### config.mk
export PLATFORM = sky130hd
export DESIGN_NAME = incdev_commit_queue_flat
export DESIGN_NICKNAME = d
export VERILOG_FILES = /design/src/rtl/incdev_commit_queue_if.sv /design/src/rtl/incdev_commit_queue.sv /design/src/flat_wrapper.sv
export SDC_FILE = /design/constraint.sdc
export NUM_CORES = 1
export LEC_CHECK = 0
export ABC_AREA = 0
export BUFFER_PORTS_ARGS = -buffer_cell sky130_fd_sc_hd__clkbuf_2
export CORE_AREA = 3 3 362 364
export DETAILED_ROUTE_END_ITERATION = 12
export DIE_AREA = 0 0 365 367
export HOLD_SLACK_MARGIN = 0.05
export PLACE_DENSITY = 0.66
export RECOVER_POWER = 25
export SYNTH_ARGS = -nofsm -noshare
export SYNTH_HDL_FRONTEND = slang
export SYNTH_SLANG_ARGS = --single-unit
### constraint.sdc
create_clock -name clk -period 12.25 [get_ports clk]
set_input_delay 1.225 -clock clk [delete_from_list [all_inputs] [get_ports clk]]
set_output_delay 1.225 -clock clk [all_outputs]
set_load 0.1 [all_outputs]
### src/rtl/incdev_commit_queue_if.sv
// Handshake bundle between the reference commit stream, the queue and the user CPU.
// master drives the reference records and user finishes; slave is the queue.
interface incdev_commit_queue_if #(
    parameter int DEPTH = 8
);
    localparam int CW = $clog2(DEPTH) + 1;

    logic          ref_ex_finish;
    logic          ref_impl;
    logic [31:0]   ref_wb_pc;
    logic [31:0]   ref_wb_inst;
    logic          ref_wb_we;
    logic [4:0]    ref_wb_rfnum;
    logic [31:0]   ref_wb_wdata;
    logic          ref_pc_wr;
    logic [31:0]   ref_pc_target;
    logic          ref_pause;
    logic          usr_ex_flag;
    logic [31:0]   usr_ex_inst;
    logic [31:0]   usr_ex_pc;
    logic          usr_ex_finish;
    logic          usr_wb_we;
    logic [31:0]   usr_wb_pc;
    logic [4:0]    usr_wb_wreg;
    logic [31:0]   usr_wb_wdata;
    logic          usr_pc_inc;
    logic          usr_pc_we;
    logic [31:0]   usr_pc;
    logic [CW-1:0] q_count;
    logic [7:0]    outst;
    logic          ovf_err;
    logic          proto_err;

    modport master (
        output ref_ex_finish, ref_impl, ref_wb_pc, ref_wb_inst,
        output ref_wb_we, ref_wb_rfnum, ref_wb_wdata,
        output ref_pc_wr, ref_pc_target, usr_ex_finish,
        input  ref_pause, usr_ex_flag, usr_ex_inst, usr_ex_pc,
        input  usr_wb_we, usr_wb_pc, usr_wb_wreg, usr_wb_wdata,
        input  usr_pc_inc, usr_pc_we, usr_pc,
        input  q_count, outst, ovf_err, proto_err
    );

    modport slave (
        input  ref_ex_finish, ref_impl, ref_wb_pc, ref_wb_inst,
        input  ref_wb_we, ref_wb_rfnum, ref_wb_wdata,
        input  ref_pc_wr, ref_pc_target, usr_ex_finish,
        output ref_pause, usr_ex_flag, usr_ex_inst, usr_ex_pc,
        output usr_wb_we, usr_wb_pc, usr_wb_wreg, usr_wb_wdata,
        output usr_pc_inc, usr_pc_we, usr_pc,
        output q_count, outst, ovf_err, proto_err
    );
endinterface

### src/rtl/incdev_commit_queue.sv
// In-order commit queue: dispatches implemented instructions to the user CPU and
// applies unimplemented updates / redirects once older work has drained.
module incdev_commit_queue #(
    parameter int DEPTH       = 8,
    parameter int PIPE_MODE   = 0,
    parameter int MAX_OUTST   = 4,
    parameter int AFULL_SLACK = 2
) (
    input logic                 clk,
    input logic                 rstn,
    incdev_commit_queue_if.slave bus
);
    localparam int AW = $clog2(DEPTH);
    localparam int CW = AW + 1;
    localparam logic [7:0] MAX_EFF = (PIPE_MODE != 0) ? 8'(MAX_OUTST) : 8'd1;
    localparam logic [CW-1:0] FULL_CNT  = CW'(DEPTH);
    localparam logic [CW-1:0] PAUSE_CNT = CW'(DEPTH - AFULL_SLACK);

    typedef struct packed {
        logic        impl;
        logic [31:0] inst;
        logic [31:0] pc;
        logic        we;
        logic [4:0]  rfnum;
        logic [31:0] wdata;
        logic        pc_wr;
        logic [31:0] target;
    } rec_t;

    typedef struct packed {
        logic [AW-1:0] head;
        logic [AW-1:0] tail;
        logic [CW-1:0] count;
        logic [7:0]    outst;
        logic          redir_pend;
        logic [31:0]   redir_tgt;
        logic          ovf;
        logic          proto;
        logic          ex_flag;
        logic [31:0]   ex_inst;
        logic [31:0]   ex_pc;
        logic          wb_we;
        logic [31:0]   wb_pc;
        logic [4:0]    wb_wreg;
        logic [31:0]   wb_wdata;
        logic          pc_inc;
        logic          pc_we;
        logic [31:0]   pc;
    } st_t;

    rec_t mem_q [DEPTH];
    st_t  st_q, st_d;
    rec_t wr_rec, hd;
    logic push_ok, fin_ok, pop, issue;
    logic [7:0] eff_out;

    always_comb begin
        wr_rec = '{impl: bus.ref_impl, inst: bus.ref_wb_inst,
                   pc: bus.ref_wb_pc, we: bus.ref_wb_we,
                   rfnum: bus.ref_wb_rfnum, wdata: bus.ref_wb_wdata,
                   pc_wr: bus.ref_pc_wr, target: bus.ref_pc_target};
        hd      = mem_q[st_q.head];
        push_ok = bus.ref_ex_finish && (st_q.count != FULL_CNT);
        fin_ok  = bus.usr_ex_finish && (st_q.outst != 8'd0);
        eff_out = st_q.outst - {7'd0, fin_ok};
        pop     = 1'b0;
        issue   = 1'b0;

        st_d         = st_q;
        st_d.ex_flag = 1'b0;
        st_d.wb_we   = 1'b0;
        st_d.pc_inc  = 1'b0;
        st_d.pc_we   = 1'b0;
        st_d.ovf     = st_q.ovf | (bus.ref_ex_finish && !push_ok);
        st_d.proto   = st_q.proto | (bus.usr_ex_finish && !fin_ok);

        // A pending redirect blocks the head until every older issue finishes.
        if (st_q.redir_pend) begin
            if (eff_out == 8'd0) begin
                st_d.pc_we      = 1'b1;
                st_d.pc         = st_q.redir_tgt;
                st_d.redir_pend = 1'b0;
            end
        end else if (st_q.count != '0) begin
            if (hd.impl) begin
                if (eff_out < MAX_EFF && st_q.outst != 8'hff) begin
                    pop          = 1'b1;
                    issue        = 1'b1;
                    st_d.ex_flag = 1'b1;
                    st_d.ex_inst = hd.inst;
                    st_d.ex_pc   = hd.pc;
                    if (hd.pc_wr) begin
                        st_d.redir_pend = 1'b1;
                        st_d.redir_tgt  = hd.target;
                    end
                end
            end else if (eff_out == 8'd0) begin
                pop           = 1'b1;
                st_d.wb_we    = hd.we;
                st_d.wb_pc    = hd.pc;
                st_d.wb_wreg  = hd.rfnum;
                st_d.wb_wdata = hd.wdata;
                if (hd.pc_wr) begin
                    st_d.pc_we = 1'b1;
                    st_d.pc    = hd.target;
                end else begin
                    st_d.pc_inc = 1'b1;
                end
            end
        end

        st_d.head  = st_q.head + AW'(pop);
        st_d.tail  = st_q.tail + AW'(push_ok);
        st_d.count = st_q.count + CW'(push_ok) - CW'(pop);
        st_d.outst = st_q.outst + {7'd0, issue} - {7'd0, fin_ok};
    end

    always_ff @(posedge clk or negedge rstn) begin
        if (!rstn) st_q <= '0;
        else       st_q <= st_d;
    end

    always_ff @(posedge clk) begin
        if (push_ok) mem_q[st_q.tail] <= wr_rec;
    end

    assign bus.ref_pause    = (st_q.count >= PAUSE_CNT);
    assign bus.usr_ex_flag  = st_q.ex_flag;
    assign bus.usr_ex_inst  = st_q.ex_inst;
    assign bus.usr_ex_pc    = st_q.ex_pc;
    assign bus.usr_wb_we    = st_q.wb_we;
    assign bus.usr_wb_pc    = st_q.wb_pc;
    assign bus.usr_wb_wreg  = st_q.wb_wreg;
    assign bus.usr_wb_wdata = st_q.wb_wdata;
    assign bus.usr_pc_inc   = st_q.pc_inc;
    assign bus.usr_pc_we    = st_q.pc_we;
    assign bus.usr_pc       = st_q.pc;
    assign bus.q_count      = st_q.count;
    assign bus.outst        = st_q.outst;
    assign bus.ovf_err      = st_q.ovf;
    assign bus.proto_err    = st_q.proto;
endmodule
### src/flat_wrapper.sv
// flat-port wrapper written by rule: the top's interface ports become plain ports
module incdev_commit_queue_flat 
#(
    parameter int DEPTH       = 8,
    parameter int PIPE_MODE   = 0,
    parameter int MAX_OUTST   = 4,
    parameter int AFULL_SLACK = 2
)
  (clk, rstn, bus_ref_ex_finish, bus_ref_impl, bus_ref_wb_pc, bus_ref_wb_inst, bus_ref_wb_we, bus_ref_wb_rfnum, bus_ref_wb_wdata, bus_ref_pc_wr, bus_ref_pc_target, bus_usr_ex_finish, bus_ref_pause, bus_usr_ex_flag, bus_usr_ex_inst, bus_usr_ex_pc, bus_usr_wb_we, bus_usr_wb_pc, bus_usr_wb_wreg, bus_usr_wb_wdata, bus_usr_pc_inc, bus_usr_pc_we, bus_usr_pc, bus_q_count, bus_outst, bus_ovf_err, bus_proto_err);
  incdev_commit_queue_if #(.DEPTH(DEPTH)) bus_i ();
  input logic clk;
  input logic rstn;
  input wire logic [$bits(bus_i.ref_ex_finish)-1:0] bus_ref_ex_finish;
  input wire logic [$bits(bus_i.ref_impl)-1:0] bus_ref_impl;
  input wire logic [$bits(bus_i.ref_wb_pc)-1:0] bus_ref_wb_pc;
  input wire logic [$bits(bus_i.ref_wb_inst)-1:0] bus_ref_wb_inst;
  input wire logic [$bits(bus_i.ref_wb_we)-1:0] bus_ref_wb_we;
  input wire logic [$bits(bus_i.ref_wb_rfnum)-1:0] bus_ref_wb_rfnum;
  input wire logic [$bits(bus_i.ref_wb_wdata)-1:0] bus_ref_wb_wdata;
  input wire logic [$bits(bus_i.ref_pc_wr)-1:0] bus_ref_pc_wr;
  input wire logic [$bits(bus_i.ref_pc_target)-1:0] bus_ref_pc_target;
  input wire logic [$bits(bus_i.usr_ex_finish)-1:0] bus_usr_ex_finish;
  output wire logic [$bits(bus_i.ref_pause)-1:0] bus_ref_pause;
  output wire logic [$bits(bus_i.usr_ex_flag)-1:0] bus_usr_ex_flag;
  output wire logic [$bits(bus_i.usr_ex_inst)-1:0] bus_usr_ex_inst;
  output wire logic [$bits(bus_i.usr_ex_pc)-1:0] bus_usr_ex_pc;
  output wire logic [$bits(bus_i.usr_wb_we)-1:0] bus_usr_wb_we;
  output wire logic [$bits(bus_i.usr_wb_pc)-1:0] bus_usr_wb_pc;
  output wire logic [$bits(bus_i.usr_wb_wreg)-1:0] bus_usr_wb_wreg;
  output wire logic [$bits(bus_i.usr_wb_wdata)-1:0] bus_usr_wb_wdata;
  output wire logic [$bits(bus_i.usr_pc_inc)-1:0] bus_usr_pc_inc;
  output wire logic [$bits(bus_i.usr_pc_we)-1:0] bus_usr_pc_we;
  output wire logic [$bits(bus_i.usr_pc)-1:0] bus_usr_pc;
  output wire logic [$bits(bus_i.q_count)-1:0] bus_q_count;
  output wire logic [$bits(bus_i.outst)-1:0] bus_outst;
  output wire logic [$bits(bus_i.ovf_err)-1:0] bus_ovf_err;
  output wire logic [$bits(bus_i.proto_err)-1:0] bus_proto_err;
  assign bus_i.ref_ex_finish = bus_ref_ex_finish;
  assign bus_i.ref_impl = bus_ref_impl;
  assign bus_i.ref_wb_pc = bus_ref_wb_pc;
  assign bus_i.ref_wb_inst = bus_ref_wb_inst;
  assign bus_i.ref_wb_we = bus_ref_wb_we;
  assign bus_i.ref_wb_rfnum = bus_ref_wb_rfnum;
  assign bus_i.ref_wb_wdata = bus_ref_wb_wdata;
  assign bus_i.ref_pc_wr = bus_ref_pc_wr;
  assign bus_i.ref_pc_target = bus_ref_pc_target;
  assign bus_i.usr_ex_finish = bus_usr_ex_finish;
  assign bus_ref_pause = bus_i.ref_pause;
  assign bus_usr_ex_flag = bus_i.usr_ex_flag;
  assign bus_usr_ex_inst = bus_i.usr_ex_inst;
  assign bus_usr_ex_pc = bus_i.usr_ex_pc;
  assign bus_usr_wb_we = bus_i.usr_wb_we;
  assign bus_usr_wb_pc = bus_i.usr_wb_pc;
  assign bus_usr_wb_wreg = bus_i.usr_wb_wreg;
  assign bus_usr_wb_wdata = bus_i.usr_wb_wdata;
  assign bus_usr_pc_inc = bus_i.usr_pc_inc;
  assign bus_usr_pc_we = bus_i.usr_pc_we;
  assign bus_usr_pc = bus_i.usr_pc;
  assign bus_q_count = bus_i.q_count;
  assign bus_outst = bus_i.outst;
  assign bus_ovf_err = bus_i.ovf_err;
  assign bus_proto_err = bus_i.proto_err;
  incdev_commit_queue #(.DEPTH(DEPTH), .PIPE_MODE(PIPE_MODE), .MAX_OUTST(MAX_OUTST), .AFULL_SLACK(AFULL_SLACK)) u_core (.clk(clk), .rstn(rstn), .bus(bus_i));
endmodule
==> metrics, run 1 <==
RSZ-0062 raised after global routing=false; Worst EP required=12930 ps; worst rel slew slack=0.247; VDD IR max=322 µV; Placement Cell Area=about 53000 µm²; Synth area leaders=edfxtp_1, dfrtp_1, mux4_2; worst-skew pair later-pin latency=760 ps; port bufs=323; WHS Path Cells=1; pin count of the biggest net entering global routing=99; Setup TNS=0 ps; vias in the first global route=about 25000; Worst Hold Class=reg2reg; Worst-Margin Slew=between 1000 and 1500 ps; I/O Pins=about 320; CTS tree=built; final critical-path share of the clock period=0.379; Post-DRT Antenna Nets=0; startpoint type of the worst setup path=flop; GRT Total Usage=0.162; Placeable Area=~130000 µm²; Power Density=256 nW/µm²; worst-path fanout max=56; Vias/cell=5.16; CP arrival=around 5300 ps; initial core utilization=0.400; drt drc=0; routed length per instance=23.6 µm; Final #Nets=2920; R2R Setup Slk=7610 ps; instance count of the mapped netlist=~2500; Reg-to-Reg End=u_core.bus.outst[6]$_DFF_PN0_; CTS Sinks=1310; Die ar.=134000 µm²; Final Hold Fails=0; via count=between 20000 and 25000; Pins Over Slew Limit=0; post-layout minimum cycle time=~4600 ps; Worst R2R Path Depth=14; Mapped Nets=2700; H-tree depth=4; # placed instances=~4300; CTS resizes=0; Synth Warn #=0; Final Setup Violations=0; clock-pin transition on the worst setup and hold timing paths=~60 ps; post-synthesis sequential area ratio=0.748; Leak=0.0208 µW; DP HPWL=around 60000 µm; GP Congestion=0.738; row cnt=approximately 130; DRT iter0 DRCs=1633; Hold Path End=u_core.bus.proto_err$_DFF_PN0_; top-area cell type share of the netlist area=0.640; final WL=107000 µm; Filler Cells Inserted=10700; Worst Skew=approximately 21 ps; design area=a little under 60000 µm²; first-pass GRT wire length=162000 µm; CTS Buf Count=138; CP Class=reg2reg; Async SR Flop Fraction=0.169; Die Ht=367 µm; status=complete, no violations; R2R Path Start=u_core.st_q[220]$_DFF_PN0_; initial antenna violation count=23; CTS root buf=clkbuf_16; crit path capture type=flop; Post-Layout Cell Count=about 4500; #FFs+latches synth=1310; post-synthesis cell area=51100 µm²; Max Fclk=215 MHz; Netlist cell types=45; Post-synth EDFFs=approximately 1100; Die Wd=between 300 and 400 µm; worst hold start=u_core.bus.proto_err$_DFF_PN0_; syn_area_per_cell=20.2 µm²; Max Buffers Root-to-Sink=3; Synth Flop Type=edfxtp_1; largest area contributor in the netlist=edfxtp_1; DR pass1 iterations=5; # hold bufs at CTS=0; # Post-CTS Setup Buffers=0; Layout area overhead=13.1%; GRT overflow=0; fraction of layout cells with a size suffix above 1=0.298; maxcap violations=0
## layer usage
layer,part of all wire,GRT usage
met3,0.063,0.0473
met2,0.48,0.257
met4,0.019,0.0459
met5,0.0011,0
met1,0.44,0.218
## per-stage QoR
step	total power, µW	hold WS [ps]	util	setup WS [ps]
after floorplan	10300	452	-	545
after detailed placement	10900	445	0.418	7520
after global routing	15400	492	0.452	7230
final	14800	464	0.453	7610
after global placement	10800	447	0.418	7510
after CTS	15000	438	0.453	7480
## worst max-delay path, cell delays in order, from the launching register on
cell      delay [ps]
dfrtp_4          940
buf_4            840
mux4_2           610
mux2_2           290
nand3_1          200
nor4_4            50
buf_4            240
ha_1             260
fa_1             430
nand2b_1          90
a21oi_1           80
o21ai_0          170
a21oi_1           90
nor2_1           120
xnor2_1          130
## area by class of cell
type | instances | area, µm² | area share
Clock inverter | 68 | 588 | 0.0102
Inverter | 23 | 91.3 | 0.00158
Sequential cell | 1310 | 38200 | 0.662
Tap cell | 1662 | 2080 | 0.0360
Antenna cell | 14 | 35.0 | 0.000606
Clock buffer | 185 | 3890 | 0.0673
Timing Repair Buffer | 372 | 1880 | 0.0325
Multi-Input combinational cell | 903 | 11000 | 0.190
## layout by cell type, fill, tap and decap left out, drive strengths merged, types with 49 or more instances in the layout
cell type / instances
edfxtp: 1088
clkbuf: 507
mux4: 240
dfrtp: 222
mux2: 181
mux2i: 137
nor2: 81
a21oi: 76
buf: 50
clkinv: 49
## flip-flops by register name (all words and copies together), names as in the netlist, 4 cells and up
register / count
u_core.mem_q: 1088
u_core.st_q: 39
u_core.bus.usr_ex_inst: 32
u_core.bus.usr_ex_pc: 32
u_core.bus.usr_pc: 32
u_core.bus.usr_wb_pc: 32
u_core.bus.usr_wb_wdata: 32
u_core.bus.outst: 8
u_core.bus.usr_wb_wreg: 5
u_core.bus.q_count: 4
## how the worst max path moves through the flow
stage	start	end	slack [ps]	cells after the start
after global routing	u_core.st_q[220]$_DFF_PN0_	u_core.bus.outst[6]$_DFF_PN0_	7230	14
final	u_core.st_q[220]$_DFF_PN0_	u_core.bus.outst[6]$_DFF_PN0_	7610	14
after CTS	u_core.st_q[219]$_DFF_PN0_	u_core.bus.usr_pc[6]$_DFFE_PN0P_	7480	7
after detailed placement	u_core.st_q[219]$_DFF_PN0_	u_core.bus.usr_pc[6]$_DFFE_PN0P_	7520	7
after floorplan	bus_ref_ex_finish	u_core.mem_q[1][0]$_DFFE_PP_	550	3
after global placement	u_core.st_q[220]$_DFF_PN0_	u_core.bus.outst[7]$_DFF_PN0_	7510	13
## cell families (layout without fill, tap and decap cells)
kind of cell    Yosys count  in the layout  synth area share
flops                  1310           1310             0.748
mux                     558            558             0.173
buf+inv                 315            648            0.0379
compound gates          157            157            0.0184
simple gates            142            142            0.0122
fa+ha+maj                32             32           0.00813
xor+xnor                 14             14           0.00240
other cells               0             14                 0
## Yosys cell counts (2+ instances only)
master       n
nand2_1     40
mux4_2     240
nor2b_1      2
xor2_1       6
mux2_1      61
xnor2_1      8
mux2_2     120
buf_6        3
fa_1         2
o22ai_1     32
a21o_1      34
buf_1       18
nor3_1       3
clkbuf_1    42
buf_2       52
nand2b_1     5
inv_1       22
buf_4      177
edfxtp_1  1088
mux2i_1    137
dfrtp_1    222
o21ai_0      5
nand3_1      3
a21oi_1     76
ha_1        30
nor2_1      81
## where the power goes
part / total [µW] / switching, µW / internal, µW
clock: 4090 / 1680 / 2400
combinational: 4610 / 3390 / 1220
sequential: 6080 / 360 / 5720
No activity file was read; power rests on OpenSTA's default activity.
==> run 2: changes to the inputs <==
--- a/config.mk
+++ b/config.mk
@@ -5,11 +5,11 @@
 export SDC_FILE = /design/constraint.sdc
 export NUM_CORES = 1
 export LEC_CHECK = 0
-export ABC_AREA = 0
+export ABC_AREA = 1
 export BUFFER_PORTS_ARGS = -buffer_cell sky130_fd_sc_hd__clkbuf_2
-export CORE_AREA = 3 3 362 364
+export CORE_AREA = 3 3 365 367
 export DETAILED_ROUTE_END_ITERATION = 12
-export DIE_AREA = 0 0 365 367
+export DIE_AREA = 0 0 368 370
 export HOLD_SLACK_MARGIN = 0.05
 export PLACE_DENSITY = 0.66
 export RECOVER_POWER = 25
==> constraint.sdc (replaced) <==
create_clock -name clk -period 4.85 [get_ports clk]
set_input_delay 0.485 -clock clk [delete_from_list [all_inputs] [get_ports clk]]
set_output_delay 0.485 -clock clk [all_outputs]
set_load 0.1 [all_outputs]
==> metrics, run 2 <==
Pins Over Slew Limit=0 (unchanged); most frequent cells after synthesis=edfxtp_1, nor2_1, o21ai_0; syn_area_per_cell=12.7 µm² (-37%); Final Setup Violations=0 (unchanged); Die ar.=136000 µm² (+1.6%); most frequent cells in the layout=edfxtp_1, nor2_1, o21ai_0; DP Worst Slack=1060 ps (-6470 ps); largest area contributor in the netlist=edfxtp_1; GRT Total Usage=0.181 (+0.0189); worst-path fanout max=39 (-30%); final critical-path share of the clock period=0.801 (+0.421); post-synthesis cell area=51900 µm² (+1.6%); Max Buffers Root-to-Sink=3 (unchanged); Power Density=518 nW/µm² (+100%); max FFs per register=1088 (unchanged); Synth area leaders=edfxtp_1, dfrtp_1, o21ai_0; CP arrival=4490 ps (-830 ps); I/O Pins=324 (unchanged); Max Fclk=258 MHz (+20%); drt drc=0 (unchanged); GP Congestion=0.790 (+7.0%); post-synthesis sequential area ratio=0.737 (-0.0115); CTS tree=built; status=complete, no violations; fraction of layout cells with a size suffix above 1=0.115 (-0.183); design area=59900 µm² (+3.7%); Netlist cell types=36 (-20%); WP buf/inv=5 (+3); RSZ-0062 raised after global routing=false; critical path's top delay family=simple AND/OR/NAND/NOR gates; Layout area overhead=15.5%; Final Hold Fails=0 (unchanged); final worst slack=968 ps (-6640 ps); Placement Cell Area=54000 µm² (+1.1%); slowest CP cell=nand3_4; initial antenna violation count=18 (-22%); CTS Sinks=1310 (unchanged); # Post-CTS Setup Buffers=0 (unchanged); #FFs+latches synth=1310 (unchanged); port bufs=323 (unchanged); DP HPWL=65700 µm (+12%); CTS Buf Count=139 (+0.72%); initial core utilization=0.400 (-0.000417); pin count of the biggest net entering global routing=230 (+130%); Die Ht=370 µm (+0.82%); worst rel slew slack=0.175 (-0.0726); CTS root buf=clkbuf_16; Leak=0.0218 µW (+5.0%); Die Wd=368 µm (+0.82%); clock-pin transition on the worst setup and hold timing paths=60 ps (about the same); final WL=125000 µm (+16%); slowest stage delay, CP=510 ps (-430 ps); Synth Warn #=0 (unchanged); # hold bufs at CTS=139 (+139); final core occ=0.462 (+0.00895); most common cell in the synthesized netlist=edfxtp_1; Worst-Margin Slew=1240 ps (+109 ps); vias in the first global route=31600 (+27%); Vias/cell=5.25 (+1.6%); Setup TNS=0 ps (unchanged); crit path capture type=flop; Post-synth EDFFs=1088 (unchanged); commonest non-fill, non-tap cell in the layout=edfxtp_1; CTS resizes=0 (unchanged); Biggest register=u_core.mem_q; DRT iter0 DRCs=3171 (+94%); CP Cell Sequence=inv_1, ha_1, nand2_1, clkinv_1, nand4_1, inv_1, nor2_1, ha_1, inv_1, ha_1, nor2_1, nand2_1, nor2_2, nand4_1, nor2_4, nand3_4, buf_4, nand2_1, o21ai_1; # placed instances=5752 (+35%); maxcap violations=0 (unchanged); Final #Nets=4462 (+53%); VDD IR max=386 µV (+20%); Worst EP required=5460 ps (-7470 ps); CP Class=reg2reg; Top Registers=u_core.mem_q x1088, u_core.st_q x39; top-area cell type share of the netlist area=0.630 (-0.00984); instance count of the mapped netlist=4078 (+61%); Post-Layout Cell Count=6163 (+36%); routed length per instance=20.2 µm (-14%); Placeable Area=130000 µm² (+1.7%); Worst Skew=30.9 ps (+9.43 ps); Synth Flop Type=edfxtp_1; first-pass GRT wire length=191000 µm (+18%); GRT overflow=0 (unchanged); row cnt=132 (+0.76%); startpoint type of the worst setup path=flop; Post-DRT Antenna Nets=0 (unchanged); Mapped Nets=4250 (+57%); DR pass1 iterations=6 (+1); H-tree depth=4 (unchanged); via count=32300 (+38%); Async SR Flop Fraction=0.169 (unchanged); post-layout minimum cycle time=3880 ps (-762 ps); Worst Hold Class=in2async; worst-skew pair later-pin latency=780 ps (+20 ps)
==> run 2: cell count changes after synthesis, moves of 67 or more <==
cell      delta
mux4_2     -240
o21ai_1    +158
o21ai_0    +550
clkbuf_1   +128
o221ai_1   +101
nor2_1     +520
o22ai_1    +133
mux2i_1    -137
nand2_1    +483
mux2_2     -120
nand3_1     +73
a21oi_1     -67
==> run 2: worst paths after layout <==
kind | from | end | slack (ps) | depth (start not counted)
max | u_core.bus.outst[2]$_DFF_PN0_ | u_core.bus.usr_wb_pc[14]$_DFFE_PN0P_ | 970 | 19
min | rstn | u_core.bus.proto_err$_DFF_PN0_ | 300 | 2
max reg2reg | u_core.bus.outst[2]$_DFF_PN0_ | u_core.bus.usr_wb_pc[14]$_DFFE_PN0P_ | 970 | 19
min reg2reg | u_core.bus.usr_pc[12]$_DFFE_PN0P_ | u_core.bus.usr_pc[12]$_DFFE_PN0P_ | 470 | 2
max in group asynchronous | rstn | u_core.bus.usr_ex_pc[31]$_DFFE_PN0P_ | 3330 | 3
min in group clk | u_core.bus.usr_pc[12]$_DFFE_PN0P_ | u_core.bus.usr_pc[12]$_DFFE_PN0P_ | 470 | 2
==> run 2: where the power goes <==
group	switching [µW]	internal, µW	total, µW
logic	4760	1320	6080
registers	409	13900	14300
clock network	4410	6260	10700
total	9570	21500	31000
==> run 2: cell type report <==
cell class | count | area [µm²]
flip-flops and latches | 1310 | 38200
repair buffers | 513 | 3610
fillers | 11500 | 69900
clock inverters | 70 | 739
inverters | 36 | 153
multi-input cells | 2290 | 11100
diodes | 13 | 32.5
well taps | 1742 | 2180
clock buffers | 189 | 3880
==> run 2: logic make-up (layout without fill, tap and decap cells) <==
logic type	after synthesis	count (layout)	share of synthesized area
compound gates	999	999	0.108
xor+xnor	10	10	0.00169
fa+ha+maj	32	32	0.00801
buf+inv	478	808	0.0512
flops	1310	1310	0.737
other cells	0	13	0
simple gates	1249	1249	0.0941
==> run 2: worst register-to-register path, stage by stage, from the launching register on <==
cell and delay (ps):
dfrtp_1 420, inv_1 120, ha_1 260, nand2_1 80
clkinv_1 70, nand4_1 100, inv_1 50, nor2_1 140
ha_1 220, inv_1 80, ha_1 300, nor2_1 100
nand2_1 60, nor2_2 120, nand4_1 150, nor2_4 150
nand3_4 510, buf_4 620, nand2_1 100, o21ai_1 70
==> run 2: per-layer routing <==
metal  global-route usage  vias to the layer above  wire length [µm]
met5                    0                        -                66
met4               0.0500                       10              2660
met3               0.0405                      206              9200
met2                0.284                     1078             57300
met1                0.253                    16000             55500
li1                     -                    15000                 -
==> run 2: through the flow <==
stage / hold WS [ps] / total power, µW
4_1_cts: 265 / 31300
2_1_floorplan: 189 / 19000
6_report: 299 / 31000
5_1_grt: 336 / 32400
3_5_place_dp: 459 / 20500
3_3_place_gp: 455 / 20400
